==> src/rtl/mem_commit_if.sv <==
// Execute-bundle and data-memory port bundles for mem_commit.
// The master modport is the side that drives the request.
interface mem_commit_if;
    logic        exec_valid;
    logic        exec_ready;
    logic [31:0] data;
    logic        mem_write_enabled;
    logic [31:0] mem_write_dest;
    logic        reg_write_enabled;
    logic [5:0]  reg_write_dest;
    logic        is_jump_enabled;
    logic [31:0] jump_dest;

    modport master (
        output exec_valid, data, mem_write_enabled, mem_write_dest,
               reg_write_enabled, reg_write_dest, is_jump_enabled, jump_dest,
        input  exec_ready
    );
    modport slave (
        input  exec_valid, data, mem_write_enabled, mem_write_dest,
               reg_write_enabled, reg_write_dest, is_jump_enabled, jump_dest,
        output exec_ready
    );
endinterface

interface mem_commit_dmem_if;
    logic        mem_req;
    logic [31:0] mem_addr;
    logic [31:0] mem_wdata;
    logic        mem_ack;

    modport master (output mem_req, mem_addr, mem_wdata, input mem_ack);
    modport slave  (input mem_req, mem_addr, mem_wdata, output mem_ack);
endinterface

==> src/rtl/mem_commit.sv <==
// Commit stage: performs an optional store over a req/ack port, then retires
// the bundle with registered register-file write and PC redirect strobes.
module mem_commit #(
    parameter int unsigned ACK_TIMEOUT = 255
) (
    input  logic                    clk,
    input  logic                    rstn,
    mem_commit_if.slave             ex,
    mem_commit_dmem_if.master       dm,
    output logic                    rf_we,
    output logic [5:0]              rf_waddr,
    output logic [31:0]             rf_wdata,
    output logic                    redirect_valid,
    output logic [31:0]             redirect_pc,
    output logic                    commit,
    output logic [31:0]             retired_count,
    output logic                    misalign_err,
    output logic                    timeout_err
);

    typedef enum logic [1:0] {IDLE, MEM_WAIT, COMMIT} state_e;

    typedef struct packed {
        logic [31:0] data;
        logic        reg_we;
        logic [5:0]  rd;
        logic        jmp;
        logic [31:0] jdst;
    } bundle_t;

    localparam logic [15:0] TMO_LAST = 16'(ACK_TIMEOUT - 32'd1);

    state_e      state_q, state_d;
    bundle_t     bnd_q, bnd_d, cur, src;
    logic [15:0] tcnt_q, tcnt_d;
    logic        mem_req_q, mem_req_d;
    logic [31:0] mem_addr_q, mem_addr_d;
    logic [31:0] mem_wdata_q, mem_wdata_d;
    logic        rf_we_q, rf_we_d;
    logic [5:0]  rf_waddr_q, rf_waddr_d;
    logic [31:0] rf_wdata_q, rf_wdata_d;
    logic        redirect_valid_q, redirect_valid_d;
    logic [31:0] redirect_pc_q, redirect_pc_d;
    logic        commit_q, commit_d;
    logic [31:0] retired_q, retired_d;
    logic        misalign_q, misalign_d;
    logic        timeout_q, timeout_d;
    logic        fin;

    always_comb begin
        cur.data   = ex.data;
        cur.reg_we = ex.reg_write_enabled;
        cur.rd     = ex.reg_write_dest;
        cur.jmp    = ex.is_jump_enabled;
        cur.jdst   = ex.jump_dest;
    end

    always_comb begin
        state_d          = state_q;
        bnd_d            = bnd_q;
        tcnt_d           = tcnt_q;
        mem_req_d        = mem_req_q;
        mem_addr_d       = mem_addr_q;
        mem_wdata_d      = mem_wdata_q;
        rf_we_d          = 1'b0;
        rf_waddr_d       = rf_waddr_q;
        rf_wdata_d       = rf_wdata_q;
        redirect_valid_d = 1'b0;
        redirect_pc_d    = redirect_pc_q;
        commit_d         = 1'b0;
        retired_d        = retired_q;
        misalign_d       = misalign_q;
        timeout_d        = timeout_q;
        fin              = 1'b0;
        src              = bnd_q;

        case (state_q)
            IDLE: begin
                if (ex.exec_valid) begin
                    bnd_d = cur;
                    if (ex.mem_write_enabled && ex.mem_write_dest[1:0] == 2'b00) begin
                        state_d     = MEM_WAIT;
                        mem_req_d   = 1'b1;
                        mem_addr_d  = {ex.mem_write_dest[31:2], 2'b00};
                        mem_wdata_d = ex.data;
                        tcnt_d      = '0;
                    end else begin
                        // misaligned stores are dropped but the bundle still retires
                        if (ex.mem_write_enabled) misalign_d = 1'b1;
                        fin = 1'b1;
                        src = cur;
                    end
                end
            end
            MEM_WAIT: begin
                if (dm.mem_ack) begin
                    mem_req_d = 1'b0;
                    fin       = 1'b1;
                end else if (tcnt_q == TMO_LAST) begin
                    mem_req_d = 1'b0;
                    timeout_d = 1'b1;
                    fin       = 1'b1;
                end else begin
                    tcnt_d = tcnt_q + 16'd1;
                end
            end
            COMMIT:  state_d = IDLE;
            default: state_d = IDLE;
        endcase

        // strobes are registered, so they are high during the COMMIT state
        if (fin) begin
            state_d   = COMMIT;
            commit_d  = 1'b1;
            retired_d = retired_q + 32'd1;
            if (src.reg_we && src.rd != 6'd0) begin
                rf_we_d    = 1'b1;
                rf_waddr_d = src.rd;
                rf_wdata_d = src.data;
            end
            if (src.jmp) begin
                redirect_valid_d = 1'b1;
                redirect_pc_d    = src.jdst;
            end
        end
    end

    always_ff @(posedge clk or negedge rstn) begin
        if (!rstn) begin
            state_q          <= IDLE;
            bnd_q            <= '0;
            tcnt_q           <= '0;
            mem_req_q        <= 1'b0;
            mem_addr_q       <= '0;
            mem_wdata_q      <= '0;
            rf_we_q          <= 1'b0;
            rf_waddr_q       <= '0;
            rf_wdata_q       <= '0;
            redirect_valid_q <= 1'b0;
            redirect_pc_q    <= '0;
            commit_q         <= 1'b0;
            retired_q        <= '0;
            misalign_q       <= 1'b0;
            timeout_q        <= 1'b0;
        end else begin
            state_q          <= state_d;
            bnd_q            <= bnd_d;
            tcnt_q           <= tcnt_d;
            mem_req_q        <= mem_req_d;
            mem_addr_q       <= mem_addr_d;
            mem_wdata_q      <= mem_wdata_d;
            rf_we_q          <= rf_we_d;
            rf_waddr_q       <= rf_waddr_d;
            rf_wdata_q       <= rf_wdata_d;
            redirect_valid_q <= redirect_valid_d;
            redirect_pc_q    <= redirect_pc_d;
            commit_q         <= commit_d;
            retired_q        <= retired_d;
            misalign_q       <= misalign_d;
            timeout_q        <= timeout_d;
        end
    end

    assign ex.exec_ready  = (state_q == IDLE);
    assign dm.mem_req     = mem_req_q;
    assign dm.mem_addr    = mem_addr_q;
    assign dm.mem_wdata   = mem_wdata_q;
    assign rf_we          = rf_we_q;
    assign rf_waddr       = rf_waddr_q;
    assign rf_wdata       = rf_wdata_q;
    assign redirect_valid = redirect_valid_q;
    assign redirect_pc    = redirect_pc_q;
    assign commit         = commit_q;
    assign retired_count  = retired_q;
    assign misalign_err   = misalign_q;
    assign timeout_err    = timeout_q;

endmodule

==> src/flat_wrapper.sv <==
// flat-port wrapper written by rule: the top's interface ports become plain ports
module mem_commit_flat 
#(
    parameter int unsigned ACK_TIMEOUT = 255
)
  (clk, rstn, rf_we, rf_waddr, rf_wdata, redirect_valid, redirect_pc, commit, retired_count, misalign_err, timeout_err, ex_exec_valid, ex_data, ex_mem_write_enabled, ex_mem_write_dest, ex_reg_write_enabled, ex_reg_write_dest, ex_is_jump_enabled, ex_jump_dest, ex_exec_ready, dm_mem_req, dm_mem_addr, dm_mem_wdata, dm_mem_ack);
  mem_commit_if ex_i ();
  mem_commit_dmem_if dm_i ();
  input  logic clk;
  input  logic rstn;
  output logic rf_we;
  output logic [5:0] rf_waddr;
  output logic [31:0] rf_wdata;
  output logic redirect_valid;
  output logic [31:0] redirect_pc;
  output logic commit;
  output logic [31:0] retired_count;
  output logic misalign_err;
  output logic timeout_err;
  input wire logic [$bits(ex_i.exec_valid)-1:0] ex_exec_valid;
  input wire logic [$bits(ex_i.data)-1:0] ex_data;
  input wire logic [$bits(ex_i.mem_write_enabled)-1:0] ex_mem_write_enabled;
  input wire logic [$bits(ex_i.mem_write_dest)-1:0] ex_mem_write_dest;
  input wire logic [$bits(ex_i.reg_write_enabled)-1:0] ex_reg_write_enabled;
  input wire logic [$bits(ex_i.reg_write_dest)-1:0] ex_reg_write_dest;
  input wire logic [$bits(ex_i.is_jump_enabled)-1:0] ex_is_jump_enabled;
  input wire logic [$bits(ex_i.jump_dest)-1:0] ex_jump_dest;
  output wire logic [$bits(ex_i.exec_ready)-1:0] ex_exec_ready;
  output wire logic [$bits(dm_i.mem_req)-1:0] dm_mem_req;
  output wire logic [$bits(dm_i.mem_addr)-1:0] dm_mem_addr;
  output wire logic [$bits(dm_i.mem_wdata)-1:0] dm_mem_wdata;
  input wire logic [$bits(dm_i.mem_ack)-1:0] dm_mem_ack;
  assign ex_i.exec_valid = ex_exec_valid;
  assign ex_i.data = ex_data;
  assign ex_i.mem_write_enabled = ex_mem_write_enabled;
  assign ex_i.mem_write_dest = ex_mem_write_dest;
  assign ex_i.reg_write_enabled = ex_reg_write_enabled;
  assign ex_i.reg_write_dest = ex_reg_write_dest;
  assign ex_i.is_jump_enabled = ex_is_jump_enabled;
  assign ex_i.jump_dest = ex_jump_dest;
  assign ex_exec_ready = ex_i.exec_ready;
  assign dm_mem_req = dm_i.mem_req;
  assign dm_mem_addr = dm_i.mem_addr;
  assign dm_mem_wdata = dm_i.mem_wdata;
  assign dm_i.mem_ack = dm_mem_ack;
  mem_commit #(.ACK_TIMEOUT(ACK_TIMEOUT)) u_core (.clk(clk), .rstn(rstn), .ex(ex_i), .dm(dm_i), .rf_we(rf_we), .rf_waddr(rf_waddr), .rf_wdata(rf_wdata), .redirect_valid(redirect_valid), .redirect_pc(redirect_pc), .commit(commit), .retired_count(retired_count), .misalign_err(misalign_err), .timeout_err(timeout_err));
endmodule
==> config.mk <==
export PLATFORM = sky130hd
export DESIGN_NAME = mem_commit_flat
export DESIGN_NICKNAME = d
export VERILOG_FILES = /design/src/rtl/mem_commit_if.sv /design/src/rtl/mem_commit.sv /design/src/flat_wrapper.sv
export SDC_FILE = /design/constraint.sdc
export NUM_CORES = 1
export LEC_CHECK = 0
export ABC_AREA = 1
export CAP_MARGIN = 20
export CORE_ASPECT_RATIO = 0.7
export CORE_UTILIZATION = 30
export CTS_BUF_LIST = sky130_fd_sc_hd__clkbuf_8
export DETAILED_ROUTE_END_ITERATION = 6
export GPL_TIMING_DRIVEN = 0
export HOLD_SLACK_MARGIN = 0.02
export SETUP_SLACK_MARGIN = 0.15
export SYNTH_ARGS = -nofsm -noshare
export SYNTH_HDL_FRONTEND = slang
export SYNTH_SLANG_ARGS = --single-unit
==> constraint.sdc <==
create_clock -name clk -period 2.2 [get_ports clk]
set_clock_uncertainty 0.1 [all_clocks]
set_input_delay 0.66 -clock clk [delete_from_list [all_inputs] [get_ports clk]]
set_output_delay 0.66 -clock clk [all_outputs]
set_load 0.05 [all_outputs]
==> impl_metrics.json <==
{
  "globalplace.congestion": 0.8537,
  "setup_viol": 0,
  "synth_sequential_area_ratio_pct": 54.84,
  "grt.busiest_layer": "met2",
  "p_leak_nw": 8.470,
  "fin_util_pct": 42.30,
  "slowest_stage": "dfrtp_1",
  "cts_inserted_buffers": 44,
  "clkPwrFrac_pct": 23.0,
  "p_int_w": 0.01021,
  "crit_type": "register to primary output",
  "swShare_pct": 45.13,
  "grt_usage_pct": 18.68,
  "clockRootBuffer": "clkbuf_8",
  "seqPwrFrac_pct": 36.4,
  "routed_wl_mm": 37.71,
  "synth_edf_count": 0,
  "rr_startpoint": "u_core.state_q[1]$_DFFE_PN0P_",
  "hp-start": "u_core.dm.mem_addr[26]$_DFFE_PN0P_",
  "grt_pass1_wl_mm": 59.40,
  "synth_top_area_share_pct": 54.84,
  "synthDistinctLibCells": 29,
  "drv_slew": 0,
  "port_buffers": 279,
  "p_switching_w": 0.008394,
  "fmax_mhz": 489.1,
  "hold_viol_final": 0,
  "r2r-end": "u_core.rf_wdata[17]$_DFFE_PN0P_",
  "syn_to_final_growth_pct": 37.85,
  "rsz0062_at_grt": "yes",
  "startpoint_type": "register",
  "route.detailed.drc": 0,
  "whs_endpoint": "u_core.dm.mem_addr[26]$_DFFE_PN0P_",
  "gr-total-overflow": 0,
  "grt_max_degree": 115,
  "syn-cell-area_um2": 11860,
  "ys_warn_count": 0,
  "start_util_pct": 30.69,
  "cp_max_fo": 2,
  "cap_violations": 0,
  "drt_iter0_drc": 677,
  "clkSinkCount": 260,
  "drive_gt1_share_pct": 22.47,
  "via_per_inst": 4.540,
  "synth_top_area_cell": "dfrtp_1",
  "async_reset_ff_share_pct": 100.0,
  "detailed_place_hpwl_mm": 26.90,
  "endpoint_kind": "primary output",
  "critPathMaxStageDelay_ps": 400,
  "synth.area.top_cells": "dfrtp_1 (55%), nand2_1 (18%), o21ai_0 (8.7%)",
  "cts_buffer_depth": 3,
  "path_common_cell": "inv_2",
  "finalCritPeriodShare_pct": 92.94,
  "combPwrFrac_pct": 40.6,
  "total_power_w": 0.01860,
  "peakVddDrop_mv": 0.8078,
  "powerDensity_nw_per_um2": 1137,
  "status": "finished clean",
  "die_x_um": 239.7,
  "htree_levels": 2,
  "cts_tree": "yes",
  "grt_util_met2_pct": 27.67,
  "ys.flop_type": "dfrtp_1",
  "die_h_um": 168.4,
  "hold_path.class": "register to register",
  "core_area_um2": 38660,
  "antenna_left": 0,
  "die-area_um2": 40360,
  "regToRegSetupSlack_ps": 180,
  "r2r_cells": 14,
  "path_cells": "inv_2 -> nand2_4 -> inv_2 -> buf_8",
  "rows": 60,
  "post-place-cells": 2293,
  "io_pins": 282,
  "wl_per_cell_um": 15.69,
  "clkLatencyLatePin_ps": 570,
  "grt_util_met1_pct": 26.33,
  "grt_use_met3_pct": 5.296,
  "synthCells": 1484,
  "drt-pass1-iter-count": 5,
  "antenna_found_initial": 5,
  "whs_path_depth": 2,
  "fin_cells": 2404,
  "worst_pin_slew_ps": 622.2,
  "slew_headroom_pct": 58.52,
  "cp.arrival_ps": 1280,
  "grt_pass1_vias": 10760,
  "clkTransAtPathRegs_ps": 70,
  "synth.most_common_cell": "nand2_1",
  "syn_area_per_cell_um2": 7.995,
  "ys_ff_latch": 260,
  "synth_common_cells": "nand2_1 (570), dfrtp_1 (260), o21ai_0 (206)",
  "route.vias.total": 10910,
  "fin_nets": 1956,
  "hold_ws_ps": 360.6,
  "cp.required_ps": 1440,
  "fin_crit_ps": 2045
}
-- final cells by class --
cell class                      count  area, µm²
Sequential cell                   260       6524
Tap cell                          527      659.4
Clock inverter                     20      85.08
Timing Repair Buffer              314       2497
Antenna cell                        3      7.507
Buffer                             75      529.3
Multi-Input combinational cell    992       4687
Clock buffer                       56      770.7
Fill cell                        3917      22310
Inverter                          157      594.3
-- repair_timing --
action / CTS / global route
gates resized for setup: 951 / 146
endpoints found under the setup margin: 373 / 214
gates cloned: 2 / 2
hold buffers: 1 / 0
setup buffers: 20 / 8
endpoints found under the hold margin: 50 / 0
pin swaps: 7 / 18
-- critical path: cells and delay by family (launching register included) --
kind	cells	cell delay (ps)
flip-flops	1	400
AND/OR/NAND/NOR	1	50
buffers and inverters	3	280
-- logic make-up (layout without fill, tap and decap cells) --
| logic type | count (synthesis) | in the layout | share of synthesized area, % |
|---|---|---|---|
| AOI/OAI and AO/OA | 217 | 217 | 9.207 |
| xor gates and xnor gates | 30 | 30 | 2.215 |
| adders and majority gates | 3 | 3 | 0.3164 |
| buffers and inverters | 233 | 622 | 8.258 |
| DFF | 260 | 260 | 54.84 |
| other | 1 | 5 | 0.03161 |
| and+or+nand+nor | 740 | 740 | 25.13 |
-- power groups by stage --
stage                     registers [W]  clock network (W)  logic (W)
after floorplan                  0.0100                  0    0.00166
after global placement          0.00680                  0    0.00793
after detailed placement        0.00681                  0    0.00799
after CTS                       0.00673            0.00445    0.00732
after global routing            0.00692            0.00468    0.00808
final                           0.00677            0.00429    0.00755
-- cell usage in the layout (no fill, tap or decap), drive strengths merged --
master / Yosys / final
nand2: 574 / 574
dfrtp: 260 / 260
buf: 43 / 239
o21ai: 213 / 213
inv: 157 / 175
clkdlybuf4s50: 0 / 103
clkbuf: 33 / 98
nand3: 74 / 74
nor2: 58 / 58
xnor2: 16 / 16
nand4: 15 / 15
xor2: 14 / 14
nor3: 14 / 14
dlygate4sd2: 0 / 4
diode: 0 / 3
ha: 3 / 3
nand3b: 2 / 2
nor4: 2 / 2
a21oi: 2 / 2
conb: 1 / 2
o21bai: 1 / 1
a31o: 1 / 1
nor3b: 1 / 1
clkinvlp: 0 / 1
clkinv: 0 / 1
dlygate4sd3: 0 / 1
-- per-layer routing --
metal / up-vias / share of wire, %
li1: 5362 / -
met1: 5193 / 47
met2: 299 / 43
met3: 55 / 7.1
met4: 4 / 2.1
met5: - / 0.066
-- how the worst max path moves through the flow --
stage	start	endpoint	slack [ps]	cells past startpoint
4_1_cts	u_core.state_q[1]$_DFFE_PN0P_	ex_exec_ready	50	4
6_report	u_core.state_q[1]$_DFFE_PN0P_	ex_exec_ready	160	4
3_5_place_dp	ex_exec_valid	u_core.dm.mem_wdata[29]$_DFFE_PN0P_	-890	11
2_1_floorplan	ex_mem_write_dest[1]	u_core.rf_wdata[10]$_DFFE_PN0P_	190	11
5_1_grt	u_core.state_q[1]$_DFFE_PN0P_	u_core.rf_wdata[17]$_DFFE_PN0P_	40	10
3_3_place_gp	rstn	u_core.dm.mem_addr[13]$_DFFE_PN0P_	-11320	1
-- metrics by stage --
stage / area (µm²) / setup WS [ps] / TNS, ps
3_3_place_gp: 15320 / -11320 / -3091560
6_report: 16350 / 155.3 / 0
5_1_grt: 16350 / 35.62 / 0
3_5_place_dp: 15380 / -891.5 / -156520
2_1_floorplan: 11870 / 186.5 / 0
4_1_cts: 15850 / 54.20 / 0
-- registers in the layout, indices dropped and copies added, names as in the netlist --
name	flops
u_core.bnd_q	72
u_core.dm.mem_wdata	32
u_core.redirect_pc	32
u_core.retired_count	32
u_core.rf_wdata	32
u_core.dm.mem_addr	30
u_core.tcnt_q	16
u_core.rf_waddr	6
u_core.state_q	2
u_core.commit	1
u_core.dm.mem_req	1
u_core.misalign_err	1
u_core.redirect_valid	1
u_core.rf_we	1
u_core.timeout_err	1
(Power assumes the default switching activity.)
